## src/rtl/systolic_fpga_example_txn_tracker.sv

```systemverilog
// systolic_fpga_example_txn_tracker: issues num_txn requests with a cap on in-flight
// transactions, retires one per completion and pulses done once fully drained.
module systolic_fpga_example_txn_tracker #(
    parameter int C_LEN_WIDTH       = 32,
    parameter int C_MAX_OUTSTANDING = 16,
    localparam int OW               = $clog2(C_MAX_OUTSTANDING + 1)
) (
    input  logic                   clk,
    input  logic                   rst_n,
    input  logic                   start,
    input  logic [C_LEN_WIDTH-1:0] num_txn,
    output logic                   req_valid,
    input  logic                   req_ready,
    input  logic                   cpl_valid,
    output logic                   busy,
    output logic                   done,
    output logic [OW-1:0]          outstanding,
    output logic [C_LEN_WIDTH-1:0] issued_count,
    output logic                   cpl_err
);
    typedef enum logic [1:0] {IDLE, ISSUE, DRAIN, DONE} state_t;
    state_t                 state_q, state_d;
    logic [C_LEN_WIDTH-1:0] remaining_q, remaining_d;
    logic [C_LEN_WIDTH-1:0] issued_q, issued_d;
    logic [OW-1:0]          out_q, out_d;
    logic                   err_q, err_d;
    logic                   fire, cpl_acc, spurious, start_acc;
    // req_valid depends only on registered state, never on req_ready
    assign req_valid    = (state_q == ISSUE) && (out_q != OW'(C_MAX_OUTSTANDING));
    assign fire         = req_valid & req_ready;
    assign cpl_acc      = cpl_valid & ((out_q != '0) | fire);
    assign spurious     = cpl_valid & (out_q == '0) & ~fire;
    assign start_acc    = start & (state_q == IDLE);
    assign busy         = state_q != IDLE;
    assign done         = state_q == DONE;
    assign outstanding  = out_q;
    assign issued_count = issued_q;
    assign cpl_err      = err_q;
    always_comb begin
        state_d     = state_q;
        remaining_d = remaining_q;
        issued_d    = issued_q;
        out_d       = (fire & ~cpl_acc) ? out_q + 1'b1 : (cpl_acc & ~fire) ? out_q - 1'b1 : out_q;
        err_d       = (start_acc ? 1'b0 : err_q) | spurious;
        case (state_q)
            IDLE: if (start) begin
                state_d     = (num_txn != '0) ? ISSUE : DONE;
                remaining_d = num_txn;
                issued_d    = '0;
            end
            ISSUE: if (fire) begin
                remaining_d = remaining_q - 1'b1;
                issued_d    = issued_q + 1'b1;
                state_d     = (remaining_q == C_LEN_WIDTH'(1)) ? DRAIN : ISSUE;
            end
            DRAIN: state_d = (out_q == '0) ? DONE : DRAIN;
            default: state_d = IDLE;
        endcase
    end
    always_ff @(posedge clk or negedge rst_n) begin
        if (!rst_n) begin
            state_q     <= IDLE;
            remaining_q <= '0;
            issued_q    <= '0;
            out_q       <= '0;
            err_q       <= 1'b0;
        end else begin
            state_q     <= state_d;
            remaining_q <= remaining_d;
            issued_q    <= issued_d;
            out_q       <= out_d;
            err_q       <= err_d;
        end
    end
endmodule

```

## config.mk

```make
export PLATFORM = sky130hd
export DESIGN_NAME = systolic_fpga_example_txn_tracker
export DESIGN_NICKNAME = d
export VERILOG_FILES = /design/src/rtl/systolic_fpga_example_txn_tracker.sv
export SDC_FILE = /design/constraint.sdc
export NUM_CORES = 1
export LEC_CHECK = 0
export CAP_MARGIN = 20
export CORE_UTILIZATION = 45
export DETAILED_ROUTE_END_ITERATION = 10
export GPL_TIMING_DRIVEN = 0
export PLACE_DENSITY = 0.7
export RECOVER_POWER = 100
export SLEW_MARGIN = 20
export SYNTH_ARGS = -nofsm -noshare
export SYNTH_HDL_FRONTEND = slang
export SYNTH_SLANG_ARGS = --single-unit
```

## constraint.sdc

```tcl
create_clock -name clk -period 4.03 [get_ports clk]
set_clock_uncertainty 0.05 [all_clocks]
set_input_delay 0.806 -clock clk [delete_from_list [all_inputs] [get_ports clk]]
set_output_delay 0.806 -clock clk [all_outputs]
set_load 0.1 [all_outputs]
```

; Yosys cells after proc, flatten, opt, wreduce, memory -nomap -nowiden
; Index checks and enable logic that the tools add are counted.
[totals]
in_bits = 37
regBits = 72
[op_classes]
reduce_logical = 10
bitwise = 11
addsub = 4
muxes = 15
eq_ne = 7
[ops]
columns = op, n
row1 = $mux 32, 4
row2 = $pmux 32 s2, 2
row3 = $add 32x1->32 const B, 1
row4 = $eq 32x1->1 const B, 1
row5 = $reduce_bool 32->1, 1
row6 = $sub 32x1->32 const B, 1
row7 = $mux 5, 2
row8 = $mux 2, 4
row9 = $and 1x1->1, 7
row10 = $pmux 2 s3, 1
row11 = $reduce_bool 2->1, 3
row12 = $add 5x1->5 const B, 1
row13 = $logic_not 5->1, 1
row14 = $ne 5x5->1 const B, 1
row15 = $reduce_bool 5->1, 1
row16 = $sub 5x1->5 const B, 1
row17 = $eq 2x2->1 const B, 2
row18 = $ne 2x2->1 const B, 2
row19 = $reduce_and 3->1, 1
row20 = $eq 2x1->1 const B, 1
row21 = $logic_not 2->1, 1
row22 = $mux 1, 2
row23 = $not 1->1, 2
row24 = $or 1x1->1, 2
row25 = 2 further kinds, 2

; Longest topological paths before layout
; Gate-level depths: netlist of the first run.
[logic_depth]
depth_word = 8
depth_mapped = 13
depth_no_buf = 12

; Worst setup path before layout of the first run
; OpenSTA, ideal clock, no wires.
[synth_timing]
path_type = register -> output
from = register out_q[0] (netlist: outstanding[0])
to = output port req_valid
t_arrival_ns = 2.786
slack_ns = 0.388
stages_incl_launch_ff = 3
cell_sequence = dfrtp_1 -> nor4_1 -> a21oi_1
[synth_between]
elab_chain_cells = 2
[synth_lines]
columns = item, line
row1 = from (decl), 25  ; logic [OW-1:0] out_q, out_d;
row2 = from (signal assigned), 71  ; out_q <= out_d;
row3 = $ne 5x5->1, 29  ; assign req_valid = (state_q == ISSUE) && (out_q != OW'(C_MAX_OUTSTANDING));
row4 = $logic_and 1x1->1, 29
row5 = to (decl), 12  ; output logic req_valid,
; No other way between the ends.

; Final worst setup path of the first run
[layout_timing]
from = register state_q[0]
to = output port req_valid
[layout_between]
elab_chain_cells = 2
[layout_lines]
columns = item, line
row1 = from (decl), 22  ; state_t state_q, state_d;
row2 = from (signal assigned), 68  ; state_q <= state_d;
row3 = $eq 2x1->1, 29
row4 = $logic_and 1x1->1, 29
; No other way between the ends.

==> results.json, run 1 <==
{
  "fmax_mhz": 260.0,
  "final_common_cell": "dfrtp_1",
  "rsz0062_at_grt": "false",
  "antenna_left": 0,
  "switching_share": 0.4820,
  "rows": 35,
  "status": "completed",
  "layout_common_cells": "dfrtp_1 (72), nor2_1 (52), nand2_1 (43), dlygate4sd3_1 (42), clkdlybuf4s50_1 (34)",
  "drt-initial-drc-count": 288,
  "reg2reg_slack_ns": 0.47,
  "vdd_ir_drop_max_uv": 478.2,
  "ctsHoldBuffers": 0,
  "critical_path_class": "reg2out",
  "period_share": 0.9545,
  "worstSetupStartpointType": "register",
  "grt_use_total": 0.2757,
  "cts_sinks": 72,
  "max_stage_delay_ns": 0.99,
  "p_comb_frac": 0.445,
  "drive_gt1_frac": 0.05759,
  "post-route-drc-count": 0,
  "htree_levels": 3,
  "yosysWarnings": 0,
  "pwr-share-clk": 0.204,
  "finalHoldViolations": 0,
  "diodes": 0,
  "max_slew_margin": 0.1042,
  "crit_path_frequent_cell": "clkbuf_1",
  "fill_cells": 842,
  "async_flop_share": 1.000,
  "cts_tree": "built",
  "ys_dominant_reg_cell": "dfrtp_1",
  "p_leak_nw": 2.183,
  "p_seq_frac": 0.351,
  "fin_cells": 702,
  "ys_seq_elements": 72,
  "crit_chain": "clkbuf_2 -> nand2b_1 -> clkbuf_1 -> clkbuf_1 -> a21oi_1 -> clkdlybuf4s50_1",
  "setup_slack_ns": 0.1835,
  "synth_fp_nets": 525,
  "worstMarginPinSlew_ns": 1.344,
  "routed-via-count": 4258,
  "placed_cells": 687,
  "portBuffers": 77,
  "die_h_um": 99.62,
  "p_int_mw": 1.530,
  "start_util": 0.4640,
  "dp_hpwl_um": 9059,
  "vias_per_cell": 6.066,
  "syn_inst": 480,
  "ctsRootBufferMaster": "clkbuf_8",
  "switchingPower_mw": 1.424,
  "r2r_end": "outstanding[4]$_DFFE_PN0P_",
  "synth_enable_flop_cells": 0,
  "grt_pass1_wl_um": 21230,
  "r2r-start": "outstanding[0]$_DFFE_PN0P_",
  "die_x_um": 99.62,
  "maxCapViolations": 0,
  "dieArea_um2": 9923,
  "synth_area_um2": 4288,
  "area_delta_synth_final_pct": 26.35,
  "cp.arrival_ns": 2.99,
  "ios": 78,
  "drt_pass1_iterations": 5,
  "worstSetupEndpointType": "output port",
  "grt_max_degree": 53,
  "cpMaxStageDelayCell": "clkdlybuf4s50_1",
  "rr_worst_depth": 11,
  "grt_pass1_vias": 4141,
  "clk_latency_ns": 0.36,
  "finalCriticalPeriod_ns": 3.846,
  "ys_types": 67,
  "core_um2": 9240,
  "crit_required_ns": 3.17,
  "post_drt_wl_per_cell_um": 18.77,
  "dp_slack_ns": -0.2375,
  "p_per_area_nw_per_um2": 545.3,
  "yosysSeqAreaShare": 0.4202,
  "clkSlewWorstSetupHoldPaths_ns": 0.08,
  "finalSetupViolCount": 0,
  "place.gp.congestion": 0.9004,
  "avgSynthCellArea_um2": 8.933,
  "hold_class": "reg2reg",
  "cts_buffers": 9,
  "grt-ovfl-total": 0,
  "antenna_found_initial": 0,
  "cp-endpoint": "req_valid",
  "path_max_fanout": 10,
  "worstSetupStartpoint": "state_q[0]$_DFFE_PN0P_",
  "layout.nets": 613,
  "cts_buffer_depth": 2,
  "wl_um": 13180,
  "final_max_slew_viol_count": 0
}
Yosys cell counts (all sizes together), types with 7 or more instances:
cell type  count  area [µm²]
dfrtp         72        1802
nor2          52       195.2
nand2         43       161.4
a21oi         31       155.2
clkbuf        25       95.09
nor4          24       171.4
xnor2         21       183.9
nand4         20       131.4
nor3          19       106.4
o21ai         19       95.09
nand3         12       60.06
o22ai         11       68.82
nor4b          8       70.07
or3            8       50.05
or4            8       67.56
a2bb2oi        7       61.31
buf            7       35.03
ha             7       87.58
xor2           7       61.31
per-layer routing:
layer  GRT usage  share of wire
met1      0.3712           0.44
met2      0.4354           0.46
met3     0.07309          0.086
met4     0.08484          0.013
met5           0              0
final cells by class:
type | instances | area [µm²] | area share
Sequential cell | 72 | 1802 | 0.3326
Tap cell | 129 | 161.4 | 0.02979
Inverter | 6 | 26.28 | 0.004850
Clock buffer | 11 | 141.4 | 0.02610
Clock inverter | 5 | 56.30 | 0.01039
Multi-Input combinational cell | 370 | 2336 | 0.4312
Timing Repair Buffer | 78 | 769.5 | 0.1420
Buffer | 31 | 125.1 | 0.02309
how the worst min path moves through the flow:
stage	start	end	slack, ns	cells after the start
5_1_grt	cpl_err$_DFF_PN0_	cpl_err$_DFF_PN0_	0.48	1
4_1_cts	rst_n	remaining_q[21]$_DFFE_PN0P_	0.29	1
2_1_floorplan	remaining_q[11]$_DFFE_PN0P_	remaining_q[11]$_DFFE_PN0P_	0.44	1
3_5_place_dp	cpl_err$_DFF_PN0_	cpl_err$_DFF_PN0_	0.45	1
3_3_place_gp	cpl_err$_DFF_PN0_	cpl_err$_DFF_PN0_	0.45	1
6_report	cpl_err$_DFF_PN0_	cpl_err$_DFF_PN0_	0.47	1
registers in the layout, summed over array words and instances, names as in the netlist:
register / cells
cpl_err: 1
issued_count: 32
state_q: 2
remaining_q: 32
outstanding: 5
power groups by stage:
stage	Sequential [mW]	Clock, mW	Combinational [mW]
after floorplan	1.49	0	0.502
after global placement	1.04	0	1.32
after CTS	1.03	0.612	1.34
after detailed placement	1.04	0	1.34
final	1.04	0.603	1.32
after global routing	1.06	0.645	1.40
per-stage QoR:
stage / hold slack (ns) / total power [mW] / area [µm²] / setup TNS (ns) / utilization
after floorplan: 0.4408 / 1.991 / 4288 / 0 / -
after global placement: 0.4512 / 2.355 / 5220 / -39.93 / 0.5649
after detailed placement: 0.4520 / 2.380 / 5245 / -0.3746 / 0.5676
after CTS: 0.2874 / 2.990 / 5449 / 0 / 0.5897
after global routing: 0.4803 / 3.104 / 5418 / 0 / 0.5863
final: 0.4698 / 2.954 / 5418 / 0 / 0.5863
critical path: cells and delay by family (launching register included):
family,cells,cell delay [ns]
simple gates,1,0.10
buf+inv,4,2.07
compound gates,1,0.10
flops,1,0.36
repair_timing:
item | CTS | global route
setup endpoints to repair | 1 | 2
setup buffers | 0 | 0
resized for setup | 1 | 1
kinds of logic (layout without fill, tap and decap cells):
kind of cell	Yosys count	in the layout	share of synthesized area
AND/OR/NAND/NOR	221	221	0.2828
AO/OA/AOI/OAI	111	111	0.1742
flip-flops	72	72	0.4202
buffers and inverters	38	131	0.03560
XOR/XNOR	28	28	0.05719
adder cells (fa/ha/maj)	8	8	0.02509
multiplexers	2	2	0.004961
(Power assumes the default switching activity.)
==> inputs of run 2 (changes only) <==
- ABC_AREA: default -> 1
- PLACE_DENSITY: 0.7 -> 0.68
==> results.json, run 2 <==
{
  "status": "completed",
  "fin_cells": 1083,
  "post_drt_wl_per_cell_um": 15.83,
  "vdd_ir_drop_max_uv": 750.1,
  "pwr-share-clk": 0.179,
  "async_flop_share": 1.000,
  "p_per_area_nw_per_um2": 763.3,
  "synth.most_common_cell": "nand2_1",
  "antenna_left": 0,
  "yosysWarnings": 0,
  "grt_use_total": 0.3060,
  "clkSlewWorstSetupHoldPaths_ns": 0.06,
  "post-route-drc-count": 0,
  "final_common_cell": "nand2_1",
  "cts_sinks": 72,
  "dp_slack_ns": 0.6486,
  "portBuffers": 77,
  "start_util": 0.4702,
  "rsz0062_at_grt": "false",
  "antenna_found_initial": 0,
  "finalHoldViolations": 0,
  "rows": 38,
  "yosysSeqAreaShare": 0.3459,
  "setup_slack_ns": 0.2626,
  "holdCritStartpoint": "cpl_err$_DFF_PN0_",
  "cts_buffers": 9,
  "drt_pass1_iterations": 7,
  "yosysTopAreaCell": "dfrtp_1",
  "synth_fp_nets": 894,
  "fmax_mhz": 265.4,
  "place_area_um2": 6180,
  "holdPathStages": 2,
  "postLayoutCellArea_um2": 6434,
  "final_max_slew_viol_count": 0,
  "grt_max_degree": 47,
  "crit_required_ns": 3.17,
  "p_seq_frac": 0.274,
  "core_um2": 11080,
  "worstSetupEndpointType": "output port",
  "finalCriticalPeriod_ns": 3.767,
  "synth_area_leaders": "dfrtp_1 (35%), nand2_1 (20%), nor2_1 (13%)",
  "grt_pass1_wl_um": 27480,
  "cts_buffer_depth": 2,
  "drt-initial-drc-count": 692,
  "wl_um": 17140,
  "drive_gt1_frac": 0.03393,
  "place.gp.congestion": 0.9474,
  "period_share": 0.9348,
  "p_int_mw": 2.228,
  "layout_common_cells": "nand2_1 (279), nor2_1 (180), inv_1 (80), nand3_1 (77), dfrtp_1 (72)",
  "switching_share": 0.5463,
  "finalPower_mw": 4.911,
  "ys_seq_elements": 72,
  "hold_class": "reg2reg",
  "postCtsResizedCells": 0,
  "syn_inst": 849,
  "area_delta_synth_final_pct": 23.52,
  "max_slew_margin": 0.01216,
  "hold_slack_ns": 0.4527,
  "reg2reg_slack_ns": 1.47,
  "critical_path_class": "reg2out",
  "tns_ns": 0,
  "worstMarginPinSlew_ns": 1.482,
  "routed-via-count": 5876,
  "worstSetupStartpointType": "register",
  "dieArea_um2": 12010,
  "p_comb_frac": 0.547,
  "path_max_fanout": 10,
  "ys_dominant_reg_cell": "dfrtp_1",
  "ctsHoldBuffers": 0,
  "avgSynthCellArea_um2": 6.135,
  "layout.nets": 983,
  "synth_enable_flop_cells": 0,
  "yosysTopAreaCellShare": 0.3459,
  "switchingPower_mw": 2.683,
  "r2r-start": "state_q[1]$_DFFE_PN0P_",
  "die_x_um": 109.6,
  "synth_common_cells": "nand2_1 (277), nor2_1 (180), inv_1 (79)",
  "die_h_um": 109.6,
  "vias_per_cell": 5.426,
  "r2r_end": "remaining_q[4]$_DFFE_PN0P_",
  "grt-ovfl-total": 0,
  "ys_types": 30,
  "cp.arrival_ns": 2.91,
  "placed_cells": 1067,
  "whs_endpoint": "cpl_err$_DFF_PN0_",
  "utilization": 0.5808,
  "grt_pass1_vias": 5360,
  "synth_area_um2": 5209,
  "finalSetupViolCount": 0,
  "dp_hpwl_um": 13080,
  "htree_levels": 3,
  "maxCapViolations": 0,
  "p_leak_nw": 2.997,
  "post_cts_buffers": 0,
  "cts_tree": "built",
  "clk_latency_ns": 0.34,
  "ctsRootBufferMaster": "clkbuf_16",
  "rr_worst_depth": 7,
  "diodes": 0,
  "ios": 78
}
-- run 2: how the worst max path moves through the flow --
stage	startpoint	end	slack [ns]
floorplan	outstanding[1]$_DFFE_PN0P_	outstanding[4]$_DFFE_PN0P_	1.17
global placement	rst_n	remaining_q[20]$_DFFE_PN0P_	-0.62
detailed placement	state_q[1]$_DFFE_PN0P_	req_valid	0.65
CTS	state_q[1]$_DFFE_PN0P_	req_valid	0.26
global route	state_q[1]$_DFFE_PN0P_	req_valid	0.11
finish	state_q[1]$_DFFE_PN0P_	req_valid	0.26
-- run 2: routing by layer --
| layer | vias to the layer above | wire length (µm) | track usage |
|---|---|---|---|
| met1 | 2731 | 8237 | 0.4539 |
| li1 | 2887 | - | - |
| met2 | 240 | 7278 | 0.4510 |
| met4 | 0 | 236 | 0.1038 |
| met3 | 18 | 1386 | 0.04564 |
| met5 | - | 0 | 0 |
-- run 2: cell type report --
| type | count | area, µm² |
|---|---|---|
| Timing Repair Buffer | 78 | 769.5 |
| Sequential cell | 72 | 1802 |
| Clock buffer | 10 | 239.0 |
| Multi-Input combinational cell | 670 | 2960 |
| Buffer | 22 | 86.33 |
| Tap cell | 140 | 175.2 |
| Inverter | 85 | 319.1 |
| Clock inverter | 6 | 82.58 |
| Fill cell | 1125 | 4644 |
-- run 2: logic make-up (layout without fill, tap and decap cells) --
logic type	count (synthesis)	count (layout)	share of synthesized area
AO/OA/AOI/OAI	81	81	0.08335
XOR/XNOR	5	5	0.008409
adder cells (fa/ha/maj)	8	8	0.02066
buffers and inverters	107	201	0.08383
flip-flops	72	72	0.3459
AND/OR/NAND/NOR	576	576	0.4578
-- run 2: power groups by stage --
stage / clock network, mW / registers (mW) / logic [mW]
4_1_cts: 0.891 / 1.34 / 2.77
3_3_place_gp: 0 / 1.34 / 2.71
6_report: 0.878 / 1.35 / 2.69
5_1_grt: 0.922 / 1.39 / 2.92
3_5_place_dp: 0 / 1.35 / 2.76
2_1_floorplan: 0 / 1.99 / 1.34
-- run 2: critical path: stages (launching register included) --
cell and delay [ns]:
dfrtp_1 0.44, nor2_4 0.29, clkbuf_1 0.52, nand2_1 0.12
inv_1 0.08, clkdlybuf4s50_1 1.12
